## config.mk

```make
export PLATFORM = sky130hd
export DESIGN_NAME = pwm_fade_ctrl_flat
export DESIGN_NICKNAME = d
export VERILOG_FILES = /design/src/rtl/pwm_fade_ctrl_pkg.sv /design/src/rtl/pwm_fade_ctrl_if.sv /design/src/rtl/pwm_fade_ctrl_prescaler.sv /design/src/rtl/pwm_fade_ctrl.sv /design/src/flat_wrapper.sv
export SDC_FILE = /design/constraint.sdc
export NUM_CORES = 1
export LEC_CHECK = 0
export ABC_AREA = 1
export CORE_ASPECT_RATIO = 0.5
export CORE_MARGIN = 1.5
export CORE_UTILIZATION = 50
export DETAILED_ROUTE_END_ITERATION = 10
export GPL_TIMING_DRIVEN = 0
export PLACE_DENSITY = 0.83
export RECOVER_POWER = 100
export SYNTH_ARGS = -nofsm -noshare
export SYNTH_HDL_FRONTEND = slang
export SYNTH_SLANG_ARGS = --single-unit
```

## constraint.sdc

```tcl
create_clock -name clk -period 5.8 [get_ports clk]
set_input_delay 0.87 -clock clk [delete_from_list [all_inputs] [get_ports clk]]
set_output_delay 0.87 -clock clk [all_outputs]
set_load 0.02 [all_outputs]
```

## src/rtl/pwm_fade_ctrl_pkg.sv

```systemverilog
// Shared definitions for the pwm fade sequencer: duty width, pwm period and fade FSM states.
package pwm_pkg;
  localparam int DUTY_W     = 8;
  localparam int PWM_PERIOD = 256;

  typedef enum logic [0:0] {
    IDLE = 1'b0,
    RAMP = 1'b1
  } fade_state_e;
endpackage

```

## src/rtl/pwm_fade_ctrl_if.sv

```systemverilog
// Fade command channel: valid/ready handshake carrying target duty and step interval.
interface pwm_fade_ctrl_if #(parameter int RATE_W = 16);
  logic              cmd_valid;
  logic              cmd_ready;
  logic [7:0]        cmd_target;
  logic [RATE_W-1:0] cmd_rate;

  modport master (output cmd_valid, output cmd_target, output cmd_rate, input cmd_ready);
  modport slave  (input cmd_valid, input cmd_target, input cmd_rate, output cmd_ready);
endinterface

```

## src/rtl/pwm_fade_ctrl_prescaler.sv

```systemverilog
// Step-rate prescaler: counts enabled clocks and ticks when the count reaches rate-1, then wraps.
module pwm_fade_prescaler #(
  parameter int RATE_W = 16
) (
  input  logic              clk,
  input  logic              rst,
  input  logic              i_clr,
  input  logic              i_en,
  input  logic [RATE_W-1:0] i_rate,
  output logic              o_tick
);
  logic [RATE_W-1:0] r_cnt;

  assign o_tick = i_en && (r_cnt == (i_rate - {{(RATE_W-1){1'b0}}, 1'b1}));

  // Cycle counter, cleared while idle so the first step lands rate cycles after acceptance
  always_ff @(posedge clk) begin
    if (rst) begin
      r_cnt <= {RATE_W{1'b0}};
    end else if (i_clr || o_tick) begin
      r_cnt <= {RATE_W{1'b0}};
    end else if (i_en) begin
      r_cnt <= r_cnt + {{(RATE_W-1){1'b0}}, 1'b1};
    end else begin
      r_cnt <= r_cnt;
    end
  end
endmodule

```

## src/rtl/pwm_fade_ctrl.sv

```systemverilog
// Duty-cycle fade sequencer for the 8-bit pwm core.
// Optional PWM_FADE_PERIOD_SYNC_EN defers every duty change to the pwm period wrap.
module pwm_fade_ctrl
  import pwm_pkg::*;
#(
  parameter int                STEP      = 1,
  parameter int                RATE_W    = 16,
  parameter logic [DUTY_W-1:0] INIT_DUTY = 8'd0
) (
  input  logic              clk,
  input  logic              rst,
  pwm_fade_ctrl_if.slave    cmd,
  input  logic              abort,
  output logic [DUTY_W-1:0] duty,
  output logic              busy,
  output logic              done
);
  fade_state_e       r_state, w_state_nx;
  logic [7:0]        r_duty, w_duty_nx;
  logic [7:0]        r_target, w_target_nx;
  logic [RATE_W-1:0] r_rate, w_rate_nx;
  logic              r_done, w_done_nx;
  logic              w_tick;
  logic [7:0]        w_step;
`ifdef PWM_FADE_PERIOD_SYNC_EN
  logic [7:0]        r_pcnt;
  logic              r_pend, w_pend_nx;
  logic [7:0]        r_pend_duty, w_pend_duty_nx;
  logic              w_wrap;
  logic [7:0]        w_cand;
`endif

  // One STEP toward tgt in 9 bits, clamped to tgt so it never overshoots or wraps
  function automatic logic [7:0] f_step(input logic [7:0] cur, input logic [7:0] tgt);
    logic [8:0] up;
    logic [8:0] dn;
    up = {1'b0, cur} + 9'(STEP);
    dn = {1'b0, cur} - 9'(STEP);
    if (tgt > cur) begin
      f_step = (up >= {1'b0, tgt}) ? tgt : up[7:0];
    end else if (tgt < cur) begin
      f_step = (dn[8] || (dn[7:0] <= tgt)) ? tgt : dn[7:0];
    end else begin
      f_step = cur;
    end
  endfunction

  pwm_fade_prescaler #(.RATE_W(RATE_W)) u_presc (
    .clk    (clk),
    .rst    (rst),
    .i_clr  (r_state == IDLE),
    .i_en   (r_state == RAMP),
    .i_rate (r_rate),
    .o_tick (w_tick)
  );

  assign w_step        = f_step(r_duty, r_target);
  assign cmd.cmd_ready = (r_state == IDLE);
  assign busy          = (r_state == RAMP);
  assign duty          = r_duty;
  assign done          = r_done;
`ifdef PWM_FADE_PERIOD_SYNC_EN
  assign w_wrap = (r_pcnt == 8'(PWM_PERIOD - 1));
  assign w_cand = r_pend ? r_pend_duty : w_step;
`endif

  // Next-state, next-duty and done decode
  always_comb begin
    w_state_nx  = r_state;
    w_duty_nx   = r_duty;
    w_target_nx = r_target;
    w_rate_nx   = r_rate;
    w_done_nx   = 1'b0;
`ifdef PWM_FADE_PERIOD_SYNC_EN
    w_pend_nx      = r_pend;
    w_pend_duty_nx = r_pend_duty;
`endif
    case (r_state)
      IDLE: begin
        if (cmd.cmd_valid) begin
          w_target_nx = cmd.cmd_target;
          w_rate_nx   = cmd.cmd_rate;
          if (cmd.cmd_target == r_duty) begin
            w_done_nx = 1'b1;
          end else if (cmd.cmd_rate == {RATE_W{1'b0}}) begin
`ifdef PWM_FADE_PERIOD_SYNC_EN
            // An immediate jump still waits for the period wrap
            w_state_nx     = RAMP;
            w_pend_nx      = 1'b1;
            w_pend_duty_nx = cmd.cmd_target;
`else
            w_duty_nx = cmd.cmd_target;
            w_done_nx = 1'b1;
`endif
          end else begin
            w_state_nx = RAMP;
          end
        end else begin
          w_state_nx = IDLE;
        end
      end
      RAMP: begin
        if (abort) begin
          w_state_nx = IDLE;
`ifdef PWM_FADE_PERIOD_SYNC_EN
          w_pend_nx = 1'b0;
`endif
        end else begin
`ifdef PWM_FADE_PERIOD_SYNC_EN
          if (w_wrap && (r_pend || w_tick)) begin
            w_duty_nx = w_cand;
            w_pend_nx = 1'b0;
            if (w_cand == r_target) begin
              w_state_nx = IDLE;
              w_done_nx  = 1'b1;
            end else begin
              w_state_nx = RAMP;
            end
          end else if (w_tick && !r_pend) begin
            w_pend_nx      = 1'b1;
            w_pend_duty_nx = w_step;
          end else begin
            w_pend_nx = r_pend;
          end
`else
          if (w_tick) begin
            w_duty_nx = w_step;
            if (w_step == r_target) begin
              w_state_nx = IDLE;
              w_done_nx  = 1'b1;
            end else begin
              w_state_nx = RAMP;
            end
          end else begin
            w_duty_nx = r_duty;
          end
`endif
        end
      end
      default: begin
        w_state_nx = IDLE;
      end
    endcase
  end

  // FSM state register
  always_ff @(posedge clk) begin
    if (rst) begin
      r_state <= IDLE;
    end else begin
      r_state <= w_state_nx;
    end
  end

  // Datapath registers
  always_ff @(posedge clk) begin
    if (rst) begin
      r_duty   <= INIT_DUTY;
      r_target <= INIT_DUTY;
      r_rate   <= {RATE_W{1'b0}};
      r_done   <= 1'b0;
`ifdef PWM_FADE_PERIOD_SYNC_EN
      r_pcnt      <= 8'd0;
      r_pend      <= 1'b0;
      r_pend_duty <= 8'd0;
`endif
    end else begin
      r_duty   <= w_duty_nx;
      r_target <= w_target_nx;
      r_rate   <= w_rate_nx;
      r_done   <= w_done_nx;
`ifdef PWM_FADE_PERIOD_SYNC_EN
      r_pcnt      <= r_pcnt + 8'd1;
      r_pend      <= w_pend_nx;
      r_pend_duty <= w_pend_duty_nx;
`endif
    end
  end
endmodule

```

## src/flat_wrapper.sv

```systemverilog
// flat-port wrapper written by rule: the top's interface ports become plain ports
module pwm_fade_ctrl_flat import pwm_pkg::*;
#(
  parameter int                STEP      = 1,
  parameter int                RATE_W    = 16,
  parameter logic [DUTY_W-1:0] INIT_DUTY = 8'd0
)
  (clk, rst, abort, duty, busy, done, cmd_cmd_valid, cmd_cmd_target, cmd_cmd_rate, cmd_cmd_ready);
  pwm_fade_ctrl_if #(.RATE_W(RATE_W)) cmd_i ();
  input  logic clk;
  input  logic rst;
  input  logic abort;
  output logic [DUTY_W-1:0] duty;
  output logic busy;
  output logic done;
  input wire logic [$bits(cmd_i.cmd_valid)-1:0] cmd_cmd_valid;
  input wire logic [$bits(cmd_i.cmd_target)-1:0] cmd_cmd_target;
  input wire logic [$bits(cmd_i.cmd_rate)-1:0] cmd_cmd_rate;
  output wire logic [$bits(cmd_i.cmd_ready)-1:0] cmd_cmd_ready;
  assign cmd_i.cmd_valid = cmd_cmd_valid;
  assign cmd_i.cmd_target = cmd_cmd_target;
  assign cmd_i.cmd_rate = cmd_cmd_rate;
  assign cmd_cmd_ready = cmd_i.cmd_ready;
  pwm_fade_ctrl #(.STEP(STEP), .RATE_W(RATE_W), .INIT_DUTY(INIT_DUTY)) u_core (.clk(clk), .rst(rst), .cmd(cmd_i), .abort(abort), .duty(duty), .busy(busy), .done(done));
endmodule
```

== Yosys cells after proc, flatten, opt, wreduce, memory -nomap -nowiden ==
Index checks and enable logic that the tools add are counted.
Widths: inputs -> output; s select.

* Register bits: 50
* Bits of input ports: 28
* Output and inout port bits: 11
* Logic and storage cells: 54

* Add/subtract/negate cells: 4
* $lt $le $gt $ge: 4
* Equality and inequality tests: 8
* Muxes and demuxes: 24
* Bitwise operators: 1
* Reductions and logical operators: 7

{| class="wikitable"
|+ Operators with widths
! kind !! number
|-
| $mux 8 || 9
|-
| $add 16x1->16 const B || 1
|-
| $eq 16x16->1 || 1
|-
| $eq 8x8->1 || 2
|-
| $logic_not 16->1 || 1
|-
| $pmux 8 s2 || 1
|-
| $sub 16x1->16 const B || 1
|-
| $mux 1 || 12
|-
| $add 8x1->9 const B || 1
|-
| $ge 9x8->1 || 1
|-
| $sub 8x1->9 const B || 1
|-
| $gt 8x8->1 || 1
|-
| $le 8x8->1 || 1
|-
| $lt 8x8->1 || 1
|-
| $ne 2x2->1 const B || 4
|-
| $reduce_and 5->1 || 1
|-
| $pmux 1 s2 || 2
|-
| $logic_or 1x1->1 || 2
|-
| $ne 2x1->1 const B || 1
|-
| $reduce_and 2->1 || 1
|-
| $reduce_or 2->1 || 1
|-
| $logic_and 1x1->1 || 1
|-
| $not 1->1 || 1
|}

== Depth between registers and ports, before layout ==
Gate-level depths: netlist of the first run.

* Depth in word-level cells: 11
* Mapped depth: 26

== By module ==
A second synthesis of the first run with hierarchy kept.

* Cells, all modules: 677
* Area, all modules: 4316.6 um^2

{| class="wikitable"
|+ Modules (own cells, without submodules)
! module !! instances !! cells each !! area an instance (um^2)
|-
| pwm_fade_ctrl || 1 || 448 || 2909.0
|-
| pwm_fade_prescaler || 1 || 229 || 1407.6
|}

== Worst setup path after synthesis of the first run ==
Ideal clock, no wire load.

* Kind: reg2reg
* Start point: register u_core.r_duty[0] (netlist: u_core.duty[0])
* End point: register u_core.r_state (netlist: u_core.busy)
* Arrival: 2867 ps
* Path slack: 2817 ps
* Stages on the path, launching flop included: 23
* Buffers on the path: 1
* Cells stage by stage: dfxtp_1 > inv_1 > ha_1 > nand4_1 > xor2_1 > inv_1 > ha_1 > nand4_1 > inv_1 > nand2_1 > nand2_1 > nand2_4 > buf_8 > inv_4 > nand2_2 > nand3_1 > nand3_1 > nand3_1 > nand3_1 > nor2_2 > nand3_1 > nand2_1 > a21oi_1

* Word-level cells in the longest chain between the ends: 11
* Elaborated cells between the ends (all ways): 19
* Those cells by class: add/sub (2); order compare (4); eq/ne (2); mux (10); reduce/logical (1)

{| class="wikitable"
|+ Ends and longest elaborated chain
! item !! RTL line !! text
|-
| from (decl) || pwm_fade_ctrl.sv:19 || <nowiki>logic [7:0] r_duty, w_duty_nx;</nowiki>
|-
| from (signal assigned) || pwm_fade_ctrl.sv:168 || <nowiki>r_duty <= w_duty_nx;</nowiki>
|-
| $sub 8x1->9 || pwm_fade_ctrl.sv:38 || <nowiki>dn = {1'b0, cur} - 9'(STEP);</nowiki>
|-
| $le 8x8->1 || pwm_fade_ctrl.sv:42 || <nowiki>f_step = (dn[8] || (dn[7:0] <= tgt)) ? tgt : dn[7:0];</nowiki>
|-
| $logic_or 1x1->1 || pwm_fade_ctrl.sv:42 ||
|-
| $mux 8 || pwm_fade_ctrl.sv:42 ||
|-
| $mux 8 || pwm_fade_ctrl.sv:41 || <nowiki>end else if (tgt < cur) begin</nowiki>
|-
| $mux 8 || pwm_fade_ctrl.sv:39 || <nowiki>if (tgt > cur) begin</nowiki>
|-
| $eq 8x8->1 || pwm_fade_ctrl.sv:128 || <nowiki>if (w_step == r_target) begin</nowiki>
|-
| $mux 1 || pwm_fade_ctrl.sv:128 ||
|-
| $mux 1 || pwm_fade_ctrl.sv:126 || <nowiki>if (w_tick) begin</nowiki>
|-
| $mux 1 || pwm_fade_ctrl.sv:103 || <nowiki>if (abort) begin</nowiki>
|-
| $pmux 1 s2 (*) || pwm_fade_ctrl.sv:78 || <nowiki>case (r_state)</nowiki>
|-
| to (signal assigned) || pwm_fade_ctrl.sv:151 || <nowiki>r_state <= w_state_nx;</nowiki>
|-
| to (decl) || pwm_fade_ctrl.sv:18 || <nowiki>fade_state_e r_state, w_state_nx;</nowiki>
|}

Mark *: on every way between the ends. The rest lies on a longest branch, timed or not.
A chain may end at the register's enable or synchronous reset.

== Worst setup path in the final report of the first run ==
Ends and elaborated chain as after synthesis.

==> run metrics, run 1 <==
status=finished clean; Synth Area in XOR/XNOR=0.06451; clk slew on worst S/H paths=around 0.06 ns; drt first pass iters=5; yosys warns=0; Post-CTS Repair Setup Buffers=0; Post-DP HPWL=about 9000 µm; flop-to-flop setup slack=between 1.5 and 2 ns; antenna cells=0; gr usage total=0.2593; post-synthesis cell count=~700; Min-Delay Path Class=register to register; Layout area overhead=14.80%; fin. max-slew vios=0; Final setup viols=0; total global routing overflow=0; Post-Synth Adder-Cell Area=0.07881; type of the worst setup path=register to register; Rows=23; Die ar.=roughly 0.009 mm²; Avg WL per Cell=13.69 µm; port bufs=38; Final Skew=0.007148 ns; largest family of logic cells by synthesized area=simple AND/OR/NAND/NOR gates; Seq/Total Area, Yosys=0.2335; Clk Latency, worst-skew pair=a little under 0.3 ns; CP max-delay cell=dfxtp_1; Max-Cap Viols=0; vias=4,514; CTS tree=done; min setup slack post-route=between 1.5 and 2 ns; Crit path arrival time=~4.1 ns; Antenna Nets Post-Route=0; worst path cell trace=inv_1 > ha_1 > nand4_1 > xor2_1 > inv_1 > ha_1 > nand2_1 > nor2_1 > nor2_1 > nand2_1 > nand2_1 > clkbuf_1 > clkinvlp_2 > nand2_1 > nand3_2 > nand3_1 > nand2_2 > nand2_1 > nand2_1 > nor2_1 > nand3_1 > nand2_1 > a21oi_1; Synth Area in Compound Gates=0.1305; via/cell ratio=approximately 5.4; # hold bufs at CTS=0; Startpoint Class=register; RSZ-0062 raised after global routing=false; Root Buffer=clkbuf_16; GPL Wtd Cong=between 0.9 and 1; Total Nets Final=781; drt drc=0; f_max=roughly 260 MHz; final worst path period need=just under 4 ns; Avg Inst Size Synth=6.295 µm²; first-pass GRT wire length=about 19,000 µm; Synth Area in Simple Gates=0.3830; DRT iter0 DRCs=roughly 310; CTS sink count=50; PwrDens=between 200 and 250 mW/mm²; setup tns final=0 ns; share of layout cells above drive strength 1=0.07015; number of CTS-inserted buffers=5; CP endpoint kind=register; pre-CTS setup slack=between 2 and 2.5 ns; I/O pin total=39; initial antenna violation count=0; Final Cycle Share=0.6752; mux cell area share after synthesis=0; Clock Tree Buf Depth=2; Synth Cell Area=0.004287 mm²; Fin. Hold Viols=0; VDD IR max=between 100 and 150 µV; vias in the first global route=just over 4k; worst-margin pin slew=0.6124 ns; core area=~0.0081 mm²; starting density of the core=0.5263; Synth cell types=39; cell mode on critical path=nand2_1; Post-Syn Nets=~740; crit-path max FO=10; post-cts resize count=0; CP required=~6.0 ns; H-Tree Depth=2; Die H=68.47 µm; Slew Limit Headroom=0.5880; Die W=between 100 and 150 µm; largest net degree at the start of global routing=15; Synth Register Bits=50; LEAKAGE=approximately 2.3 nW; DRT Wirelength=between 10,000 and 15,000 µm; CP max stage delay=0.51 ns
-- cell families after synthesis --
family / Yosys count
AO/OA/AOI/OAI: 100
XOR/XNOR: 30
adder cells (fa/ha/maj): 27
buffers and inverters: 110
flip-flops: 50
AND/OR/NAND/NOR: 364
-- through the flow --
stage | utilization | instances | area [µm²] | hold slack (ns) | power, W
2_1_floorplan | - | 681 | 4287 | 0.4364 | 0.0007934
3_3_place_gp | 0.5903 | 831 | 4807 | 0.4563 | 0.0009137
3_5_place_dp | 0.5903 | 831 | 4807 | 0.4655 | 0.0009288
4_1_cts | 0.6084 | 839 | 4955 | 0.4798 | 0.001217
5_1_grt | 0.6042 | 839 | 4921 | 0.5197 | 0.001294
6_report | 0.6042 | 839 | 4921 | 0.4868 | 0.001209
-- final cells by class --
class	instances	area, µm²
Sequential cell	50	1001
Clock buffer	7	142.6
Buffer	18	110.1
Multi-Input combinational cell	521	2795
Fill cell	783	3223
Tap cell	112	140.1
Clock inverter	1	5.005
Timing Repair Buffer	38	380.4
Inverter	92	346.6
-- report_power, final --
part	internal, W	switching, W	total [W]
clock	0.000171	0.000124	0.000295
sequential	0.000361	0.0000213	0.000383
combinational	0.000194	0.000338	0.000531
total	0.000726	0.000483	0.00121
-- worst max-delay path, delay by kind of cell, from the launching register on --
kind	cells	cell delay, ns
simple gates	15	1.49
flops	1	0.51
fa+ha+maj	2	0.58
compound gates	1	0.06
buf+inv	4	0.96
xor+xnor	1	0.22
-- flip-flops by register name (all words and copies together), names as in the netlist --
name and flops:
u_core.busy 1, u_core.done 1, u_core.duty 8, u_core.u_presc.r_cnt 16
u_core.r_rate 16, u_core.r_target 8
-- Yosys cell counts (all sizes together) --
| cell | count | area, µm² |
|---|---|---|
| a2bb2oi | 1 | 26.28 |
| nor2 | 69 | 289.0 |
| o211a | 1 | 10.01 |
| nand2 | 178 | 700.7 |
| nand3b | 3 | 22.52 |
| a21o | 1 | 7.510 |
| or2 | 5 | 31.28 |
| dfxtp | 50 | 1001 |
| inv | 90 | 340.3 |
| clkbuf | 10 | 48.79 |
| o21ai | 48 | 240.2 |
| buf | 8 | 73.81 |
| xnor3 | 1 | 22.52 |
| clkinv | 2 | 7.510 |
| nand4 | 11 | 68.82 |
| nor4 | 6 | 37.54 |
| nor3 | 7 | 46.30 |
| xor2 | 21 | 183.9 |
| nand3 | 85 | 445.4 |
| xnor2 | 8 | 70.07 |
| a21oi | 46 | 237.7 |
| ha | 27 | 337.8 |
| o211ai | 3 | 37.54 |
-- per-layer routing --
layer | GRT usage | share of wire | routed length, µm
met1 | 0.3163 | 0.45 | 5125
met2 | 0.4961 | 0.49 | 5682
met3 | 0.02815 | 0.044 | 502
met4 | 0.07201 | 0.015 | 175
met5 | 0 | 0 | 0
-- worst paths after layout --
check / startpoint / endpoint / cells after the start
worst max-delay path: u_core.duty[0]$_SDFFE_PP0P_ / u_core.busy$_SDFF_PP0_ / 23
worst min-delay path: u_core.u_presc.r_cnt[0]$_SDFFE_PP0P_ / u_core.u_presc.r_cnt[0]$_SDFFE_PP0P_ / 1
worst max register to register: u_core.duty[0]$_SDFFE_PP0P_ / u_core.busy$_SDFF_PP0_ / 23
worst min register to register: u_core.u_presc.r_cnt[0]$_SDFFE_PP0P_ / u_core.u_presc.r_cnt[0]$_SDFFE_PP0P_ / 1
-- cell usage in the layout, fill, tap and decap left out, drive strengths merged --
| cell | n |
|---|---|
| xnor3 | 1 |
| or2 | 5 |
| clkdlybuf4s50 | 26 |
| nand3b | 3 |
| a21o | 1 |
| o211a | 1 |
| nand3 | 85 |
| clkinv | 3 |
| nand2 | 178 |
| dlygate4sd3 | 12 |
| nand4 | 11 |
| clkbuf | 19 |
| inv | 89 |
| clkinvlp | 1 |
| nor4 | 6 |
| a21oi | 46 |
| ha | 27 |
| nor3 | 7 |
| o211ai | 3 |
| a2bb2oi | 1 |
| o21ai | 48 |
| dfxtp | 50 |
| xnor2 | 8 |
| xor2 | 21 |
| buf | 6 |
| nor2 | 69 |
Power figures use the tool's default switching activity.
==> run 2: changes to the inputs <==
Clock period 5.8 ns to 4 ns, I/O delays scaled along.
==> run 2 against run 1 <==
Net effect: cell count unchanged; via count rose by 0.38%; core utilization grew 0.15 points; worst hold slack got worse by 0.0047 ns; clock skew is 0.0024 ns lower; setup slack got worse by 1.3 ns; flip-flop and latch count stayed put; combinational power increased by 47%; sequential power grew 45%; critical path depth fell by 1; die area stayed put; global-route usage is the same; critical path type unchanged; largest cell class unchanged.
==> run metrics, run 2 (synthesized netlist as in run 1, its figures left out) <==
share of layout cells above drive strength 1=0.07015 (unchanged); met2 wire len=5726 µm (+0.77%); worst-margin pin slew=0.6134 ns (+0.0009435 ns); DRT iter0 DRCs=371 (+20%); fill count=783 (unchanged); Largest delay share family, worst path=simple AND/OR/NAND/NOR gates; Layout area overhead=15.09%; via/cell ratio=5.400 (+0.38%); Startpoint Class=register; CP endpoint kind=register; I/O pin total=39 (unchanged); sequential cell area=0.001001 mm² (unchanged); Min-Delay Path Class=register to register; vias in the first global route=4,104 (unchanged); Fin. Hold Viols=0 (unchanged); VDD IR max=175.0 µV (+43%); vias=4,531 (+0.38%); Clk network pwr share=0.242 (-0.002); GPL Wtd Cong=0.9396 (unchanged); Max Used Layer=met4; first-pass GRT wire length=19,010 µm (unchanged); largest net degree at the start of global routing=15 (unchanged); final worst path period need=3.457 ns (-0.4590 ns); starting density of the core=0.5263 (unchanged); Die ar.=0.009171 mm² (unchanged); drt first pass iters=5 (unchanged); pre-CTS setup slack=0.6544 ns (-1.800 ns); DRT Wirelength=11,500 µm (+0.13%); Final Skew=0.004730 ns (-0.002419 ns); commonest non-fill, non-tap cell in the layout=nand2_1; switching share of power=0.3980 (-0.001313); worst path cell trace=inv_1 > ha_1 > nand4_1 > xor2_1 > inv_1 > ha_1 > nand4_1 > inv_1 > nand2_1 > nand2_1 > nand2_1 > buf_8 > nand2_1 > nand3_1 > nand3_1 > nand2_1 > nand2_1 > nand3_1 > nor2_2 > nand3_1 > nand2_1 > a21oi_1; Final Cycle Share=0.8643 (+0.1891); PwrDens=357.4 mW/mm² (+45%); status=finished clean; Final setup viols=0 (unchanged); setup tns final=0 ns (unchanged); placed instance area=0.004807 mm² (unchanged); Root Buffer=clkbuf_16; metal3 WL=589 µm (+17%); Final Cell Area=0.004933 mm² (+0.25%); Flop pwr share=0.315 (about the same); Clk Latency, worst-skew pair=0.29 ns (about the same); commonest non-fill, non-tap cells in the layout=nand2_1, inv_1, nand3_1; Crit path arrival time=3.64 ns (-0.45 ns); combinational share of power=0.443 (+0.004); Crit path buffers/inverters=4 (unchanged); Post-CTS Repair Setup Buffers=0 (unchanged); Critical Path Stages=22 (-4.3%); CTS sink count=50 (unchanged); hold path depth=1 (unchanged); RSZ-0062 raised after global routing=false; H-Tree Depth=2 (unchanged); Internal Power=0.001061 W (+46%); M1 WL=5039 µm (-1.7%); Post-DP HPWL=9182 µm (unchanged); Antenna Nets Post-Route=0 (unchanged); Total Nets Final=781 (unchanged); Max-Cap Viols=0 (unchanged); clk slew on worst S/H paths=0.06 ns (about the same); gr usage total=0.2593 (unchanged); initial antenna violation count=0 (unchanged); port bufs=38 (unchanged); Die H=68.47 µm (unchanged); f_max=289.3 MHz (+13%); cell mode on critical path=nand2_1; core area=0.008144 mm² (unchanged); drt drc=0 (unchanged); type of the worst setup path=register to register; crit-path max FO=10 (unchanged); Worst R2R Path Depth=22 (-4.3%); CP max stage delay=0.51 ns (about the same); antenna cells=0 (unchanged); fin. max-slew vios=0 (unchanged); post-cts resize count=0 (unchanged); LEAKAGE=2.298 nW (+0.67%); Avg WL per Cell=13.71 µm (+0.13%); min setup slack post-route=0.5429 ns (-1.341 ns); CP max-delay cell=dfxtp_1; Rows=23 (unchanged); total global routing overflow=0 (unchanged); Slew Limit Headroom=0.5873 (-0.0006350); # hold bufs at CTS=0 (unchanged); Largest regs=u_core.r_rate (16), u_core.u_presc.r_cnt (16); CTS tree=done; CP required=4.18 ns (-1.80 ns); P_sw=0.0007019 W (+45%); final core utilization=0.6058 (+0.001537); Die W=133.9 µm (unchanged); Clock Tree Buf Depth=2 (unchanged); number of CTS-inserted buffers=5 (unchanged); area of the multi-input gates=0.002795 mm² (unchanged)
[run 2: cell count changes in the layout (fill, tap and decap cells not counted), sizes merged]
cell,change
clkbuf,-1
inv,+1
buf,+1
clkinvlp,-1
[run 2: worst paths after layout]
check                                       startpoint                                    to  slack [ns]
setup reg to reg           u_core.duty[0]$_SDFFE_PP0P_                u_core.busy$_SDFF_PP0_        0.54
hold reg to reg   u_core.u_presc.r_cnt[0]$_SDFFE_PP0P_  u_core.u_presc.r_cnt[0]$_SDFFE_PP0P_        0.48
hold / removal    u_core.u_presc.r_cnt[0]$_SDFFE_PP0P_  u_core.u_presc.r_cnt[0]$_SDFFE_PP0P_        0.48
setup / recovery           u_core.duty[0]$_SDFFE_PP0P_                u_core.busy$_SDFF_PP0_        0.54
[run 2: through the flow]
stage | total power, W | instances | hold WS, ns
floorplan | 0.001150 | 681 | 0.4364
CTS | 0.001765 | 839 | 0.4798
global placement | 0.001325 | 831 | 0.4563
finish | 0.001763 | 839 | 0.4821
detailed placement | 0.001347 | 831 | 0.4655
global route | 0.001888 | 839 | 0.5197
[run 2: area by class of cell]
cell class | instances | area share
multi-input cells | 521 | 0.5666
flip-flops and latches | 50 | 0.2029
repair buffers | 38 | 0.07710
inverters | 92 | 0.07050
clock buffers | 7 | 0.02891
well taps | 112 | 0.02840
plain buffers | 18 | 0.02460
clock inverters | 1 | 0.001014
[run 2: worst register-to-register path: stages (launching register included)]
cell and delay [ns]:
dfxtp_1 0.51, inv_1 0.17, ha_1 0.28, nand4_1 0.13
xor2_1 0.22, inv_1 0.10, ha_1 0.30, nand4_1 0.11
inv_1 0.07, nand2_1 0.05, nand2_1 0.20, nand2_1 0.19
buf_8 0.19, nand2_1 0.05, nand3_1 0.08, nand3_1 0.09
nand2_1 0.08, nand2_1 0.07, nand3_1 0.12, nor2_2 0.14
nand3_1 0.08, nand2_1 0.07, a21oi_1 0.06
[run 2: metal layers]
layer  track usage  vias to the layer above
li1              -                     2310
met1        0.3163                     2076
met2        0.4961                      130
met3       0.02815                       15
met4       0.07201                        0
met5             0                        -
[run 2: power by group through the flow]
stage	logic [W]	registers, W	clock network [W]
after floorplan	0.000587	0.000563	0
after global placement	0.000761	0.000564	0
after detailed placement	0.000782	0.000565	0
after CTS	0.000785	0.000554	0.000426
after global routing	0.000882	0.000558	0.000449
final	0.000781	0.000555	0.000428
